<file path="config.mk">
export PLATFORM = sky130hd
export DESIGN_NAME = writeback_stage
export DESIGN_NICKNAME = d
export VERILOG_FILES = /design/src/rtl/writeback_stage.sv
export SDC_FILE = /design/constraint.sdc
export NUM_CORES = 1
export LEC_CHECK = 0
export CAP_MARGIN = 20
export CORE_MARGIN = 2
export CORE_UTILIZATION = 35
export DETAILED_ROUTE_END_ITERATION = 12
export PLACE_DENSITY_LB_ADDON = 0.25
export SYNTH_ARGS = -nofsm -noshare
export SYNTH_HDL_FRONTEND = slang
export SYNTH_SLANG_ARGS = --single-unit
</file>
<file path="constraint.sdc">
create_clock -name CLK -period 2.6 [get_ports CLK]
set_input_delay 0.65 -clock CLK [delete_from_list [all_inputs] [get_ports CLK]]
set_output_delay 0.65 -clock CLK [all_outputs]
set_load 0.1 [all_outputs]
</file>
<file path="src/rtl/writeback_stage.sv">
// ---------------------------------------------------------------------------
// writeback_stage
//   MEM/WB pipeline register plus writeback logic. Captures the memory-stage
//   result bundle, extracts and extends load data, selects the result and
//   drives the register-file write port one cycle later. Also provides the
//   WB->EX bypass, load-fault reporting and a retired-instruction counter.
//
// Handshake: a bundle is accepted on a rising edge when in_valid=1 and
//   in_ready=1. in_ready is simply !hold; while hold=1 nothing is accepted
//   and the stage contents are frozen. in_valid may change freely while
//   in_ready=0 because the stage does not look at it.
//
// Ports
//   CLK, areset           clock; synchronous active-low reset
//   in_valid/in_ready     bundle valid / stage accepts
//   hold, flush           freeze stage / kill the bundle being captured
//   in_reg_write, in_rd   destination write request and register
//   in_result_src         00 ALU, 01 load, 10 PC+4, 11 immediate
//   in_funct3             load size/sign
//   in_alu_result         ALU result, also load byte address
//   in_mem_rdata          raw aligned word from data memory
//   in_pc_plus4, in_imm   alternative result sources
//   WE3, A3, WD3          register-file write port (registered)
//   wb_valid              stage holds a valid instruction
//   fwd_valid/rd/data     WB->EX bypass
//   wb_fault, wb_cause    load fault pulse; 01 misaligned, 10 illegal funct3
//   instret               retired-instruction count
// ---------------------------------------------------------------------------
module writeback_stage #(
  parameter int XLEN  = 32,
  parameter int CNT_W = 64
) (
  input  logic             CLK,
  input  logic             areset,
  input  logic             in_valid,
  output logic             in_ready,
  input  logic             hold,
  input  logic             flush,
  input  logic             in_reg_write,
  input  logic [4:0]       in_rd,
  input  logic [1:0]       in_result_src,
  input  logic [2:0]       in_funct3,
  input  logic [XLEN-1:0]  in_alu_result,
  input  logic [XLEN-1:0]  in_mem_rdata,
  input  logic [XLEN-1:0]  in_pc_plus4,
  input  logic [XLEN-1:0]  in_imm,
  output logic             WE3,
  output logic [4:0]       A3,
  output logic [XLEN-1:0]  WD3,
  output logic             wb_valid,
  output logic             fwd_valid,
  output logic [4:0]       fwd_rd,
  output logic [XLEN-1:0]  fwd_data,
  output logic             wb_fault,
  output logic [1:0]       wb_cause,
  output logic [CNT_W-1:0] instret
);

  localparam logic [1:0] SRC_ALU  = 2'b00;
  localparam logic [1:0] SRC_LOAD = 2'b01;
  localparam logic [1:0] SRC_PC4  = 2'b10;

  localparam logic [1:0] CAUSE_NONE      = 2'b00;
  localparam logic [1:0] CAUSE_MISALIGN  = 2'b01;
  localparam logic [1:0] CAUSE_ILLEGAL   = 2'b10;

  logic [1:0]      off;
  logic [7:0]      byte_sel;
  logic [15:0]     half_sel;
  logic [XLEN-1:0] load_data;
  logic [XLEN-1:0] result_d;
  logic [1:0]      cause_d;
  logic            fault_d;
  logic            rw_q;      // captured instruction requested a write

  assign in_ready = !hold;

  // Load extraction and fault classification
  always_comb begin
    off       = in_alu_result[1:0];
    byte_sel  = in_mem_rdata[{off, 3'b000} +: 8];
    half_sel  = off[1] ? in_mem_rdata[31:16] : in_mem_rdata[15:0];
    load_data = '0;
    cause_d   = CAUSE_NONE;
    case (in_funct3)
      3'b000: load_data = {{24{byte_sel[7]}}, byte_sel};
      3'b100: load_data = {24'd0, byte_sel};
      3'b001: begin
        load_data = {{16{half_sel[15]}}, half_sel};
        if (off[0]) cause_d = CAUSE_MISALIGN;
      end
      3'b101: begin
        load_data = {16'd0, half_sel};
        if (off[0]) cause_d = CAUSE_MISALIGN;
      end
      3'b010: begin
        load_data = in_mem_rdata;
        if (off != 2'b00) cause_d = CAUSE_MISALIGN;
      end
      default: cause_d = CAUSE_ILLEGAL;
    endcase
    // Faults only exist for a valid load; other sources ignore funct3.
    if (!(in_valid && in_result_src == SRC_LOAD)) cause_d = CAUSE_NONE;
    fault_d = (cause_d != CAUSE_NONE);

    case (in_result_src)
      SRC_ALU:  result_d = in_alu_result;
      SRC_LOAD: result_d = load_data;
      SRC_PC4:  result_d = in_pc_plus4;
      default:  result_d = in_imm;
    endcase
  end

  always_ff @(posedge CLK) begin
    if (!areset) begin
      WE3      <= 1'b0;
      A3       <= '0;
      WD3      <= '0;
      wb_valid <= 1'b0;
      wb_fault <= 1'b0;
      wb_cause <= CAUSE_NONE;
      rw_q     <= 1'b0;
      instret  <= '0;
    end else if (hold) begin
      // Frozen, but pulses drop so each instruction writes/faults once.
      WE3      <= 1'b0;
      wb_fault <= 1'b0;
    end else if (flush) begin
      WE3      <= 1'b0;
      A3       <= '0;
      WD3      <= '0;
      wb_valid <= 1'b0;
      wb_fault <= 1'b0;
      wb_cause <= CAUSE_NONE;
      rw_q     <= 1'b0;
    end else begin
      wb_valid <= in_valid;
      rw_q     <= in_valid & in_reg_write;
      A3       <= in_valid ? in_rd : 5'd0;
      WD3      <= (in_valid && !fault_d) ? result_d : '0;
      wb_cause <= cause_d;
      wb_fault <= fault_d;
      WE3      <= in_valid & in_reg_write & (in_rd != 5'd0) & !fault_d;
      if (in_valid && !fault_d) instret <= instret + CNT_W'(1);
    end
  end

  // wb_cause is held through a stall, so it marks a faulted instruction for
  // the bypass even after the wb_fault pulse has dropped.
  assign fwd_valid = wb_valid & rw_q & (A3 != 5'd0) & (wb_cause == CAUSE_NONE);
  assign fwd_rd    = A3;
  assign fwd_data  = WD3;

endmodule

</file>
==> impl_metrics.toml, run 1 <==
[sta]
setup_ws_ns = 0.09964
whs_ns = 0.4790
fin_crit_ns = 2.500
hold_viol = 0
rsz0062_at_grt = "no"
finClkSkew_ns = 0.01006
slew_violations = 0
fin_crit_sh_pct = 96.17
slew_headroom_pct = 58.65
timing_worst_slew_pin_value_ns = 0.6187
fmax_mhz = 399.9
final-setup-viol-count = 0

[grt]
grt_max_degree = 56
grt_usage_pct = 23.14
grt_overflow = 0
antenna_found_initial = 3
grt_pass1_vias = 6746
grt_pass1_wl_um = 36740

[clock_tree]
cts_tree = "done"
cts.htree.levels = 3
insertion_delay_ns = 0.36
cts.sink_count = 107
cts_hold_buffers = 0
path_clk_slew_ns = 0.07
clockRootBuffer = "clkbuf_16"
numCtsBuffers = 9
cts_buffer_depth = 2

[layout]
mostFrequentLayoutCell = "buf_4"
nFillCells = 1787
layout_common_cells = "209 x buf_4, 133 x clkdlybuf4s50_1, 82 x dfxtp_1"
area_growth_pct = 49.41
design_area_um2 = 9829
nets = 1221
drive_above_1_share_pct = 25.99

[detailed_routing]
wl_met1_um = 10860
top_layer = "met5"
drt_wl_total_um = 24190
wl_met2_um = 11390
num_vias = 7347
drcViolationCount = 0
wl_per_cell_um = 18.37
vias_per_cell = 5.579
wl_met3_um = 1395
antenna_left = 0
drtPass1Iterations = 5
detail_route.iter0.violations = 522

[yosys]
synth_nets = 947
synth_ff_type = "dfxtp_1"
synth_edf_count = 0
yosysWarnings = 0
postSynthAreaPerCell_um2 = 8.203
synth.distinct_cells = 56
synth_area_um2 = 6579
synth_seq_cells = 107
yosysSeqAreaShare_pct = 32.56
synth_cells = 802
async_flop_share_pct = 0

[placement]
hpwl_um = 18380
gp_congestion = 0.8550
numPortBuffers = 288
placed_cell_area_um2 = 9477
dpl_worst_slack_ns = -0.4617

[floorplanning]
die_area_um2 = 19910
die_y_um = 141.1
core_area_um2 = 18580
io_pins = 289
start_util_pct = 35.41
rows = 50
die_x_um = 141.1

[power]
cellPowerDensity_nw_per_um2 = 405.8
leakagePower_nw = 3.924
ir_drop_uv = 280.9

[setup_path]
end_kind = "flip-flop"
critPathBufInv = 3
critPathMaxStageDelay_ns = 0.58
crit_chain = "clkdlybuf4s50_1, buf_4, mux4_2, nor4b_1, buf_12, a221o_1, a221oi_1, o31ai_1"
startpoint_type = "primary input"
cp_top_family = "buffers and inverters"
critPathKind = "primary input to flip-flop"
cp.arrival_ns = 2.74
crit_path_top_delay_cell = "clkdlybuf4s50_1"
worstPathMaxFanout = 8
worstPathRequired_ns = 2.84

[worst_hold_path]
worstHoldPathType = "flip-flop to flip-flop"

[status]
status = "finished, final reports clean"

[job]
maxCapViolations = 0
[layer usage]
layer  vias to the layer above  GRT usage [%]
li1                       3598              -
met1                      3471          31.78
met2                       242          37.28
met3                        34          3.872
met4                         2          7.053
met5                         -              0
[worst min-delay path, stage by stage (launching register included)]
cell	delay, ns
dfxtp_1	0.33
nand2_1	0.06
o31ai_1	0.05
[cell usage after synthesis (16+ instances only)]
cell type / count / area share (%)
a32o_1: 20 / 3.0
nand4_1: 26 / 2.5
clkbuf_1: 48 / 2.7
dfxtp_1: 107 / 33
nand2b_1: 31 / 2.9
a21oi_1: 35 / 2.7
nand2_1: 71 / 4.1
nor2_1: 56 / 3.2
o31ai_1: 25 / 2.9
or4_1: 34 / 3.9
nor4_1: 16 / 1.5
buf_4: 37 / 4.2
o21ai_0: 43 / 3.3
a211o_1: 16 / 2.1
nand3_1: 22 / 1.7
mux2i_1: 38 / 5.8
a22oi_1: 23 / 2.6
[where the power goes]
| part | switching (mW) | internal, mW |
|---|---|---|
| registers | 0.0180 | 1.65 |
| clock network | 0.697 | 0.687 |
| logic | 0.523 | 0.410 |
[sequential cells by signal, indices dropped and copies added, names as in the netlist]
| signal | flops |
|---|---|
| wb_cause | 2 |
| rw_q | 1 |
| wb_fault | 1 |
| A3 | 5 |
| WE3 | 1 |
| WD3 | 32 |
| wb_valid | 1 |
| instret | 64 |
[per-stage QoR]
stage / cells / TNS [ns] / utilization, % / total power [mW]
4_1_cts: 1314 / 0 / 52.80 / 4.005
3_3_place_gp: 1294 / -25.84 / 51.00 / 2.634
2_1_floorplan: 802 / 0 / - / 2.233
6_report: 1317 / 0 / 52.90 / 3.989
5_1_grt: 1317 / 0 / 52.90 / 4.112
3_5_place_dp: 1294 / -29.42 / 51.00 / 2.640
[cells by family (layout without fill, tap and decap cells)]
family | Yosys count | after routing | share of synthesized area [%]
flops | 107 | 107 | 32.56
xor+xnor | 8 | 8 | 1.065
compound gates | 239 | 239 | 26.27
mux | 44 | 44 | 7.322
simple gates | 292 | 293 | 23.91
fa+ha+maj | 1 | 1 | 0.1902
other cells | 0 | 2 | 0
buf+inv | 111 | 389 | 8.691
[worst paths after layout]
check	from	to	slack, ns	cells past startpoint
max	in_alu_result[0]	WD3[9]$_SDFFE_PN0N_	0.1	8
min	WD3[9]$_SDFFE_PN0N_	WD3[9]$_SDFFE_PN0N_	0.48	2
max reg2reg	instret[4]$_SDFFE_PN0P_	instret[32]$_SDFFE_PN0P_	0.41	5
min reg2reg	WD3[9]$_SDFFE_PN0N_	WD3[9]$_SDFFE_PN0N_	0.48	2
[final cells by class]
cell class	instances	area, µm²	area share [%]
inverters	15	56.30	0.5728
clock inverters	6	46.29	0.4710
diodes	2	5.005	0.05092
flip-flops and latches	107	2173	22.11
well taps	234	292.8	2.979
clock buffers	10	239.0	2.431
multi-input cells	585	3925	39.93
repair buffers	358	3092	31.45
[what timing repair did]
item	in CTS	in global routing
endpoints found under the setup margin	39	13
gates resized for setup	12	2
gates cloned	1	0
pin swaps	4	0
endpoints found under the hold margin	0	0
buffers inserted	3	0
(Power assumes the default switching activity.)
==> run 2, diff against run 1 <==
CTS_CLUSTER_SIZE = 16   (was unset)
SKIP_LAST_GASP = 1   (was unset)
==> results of run 2 <==
The final DEF is identical to that of run 1; final timing and power are the same.
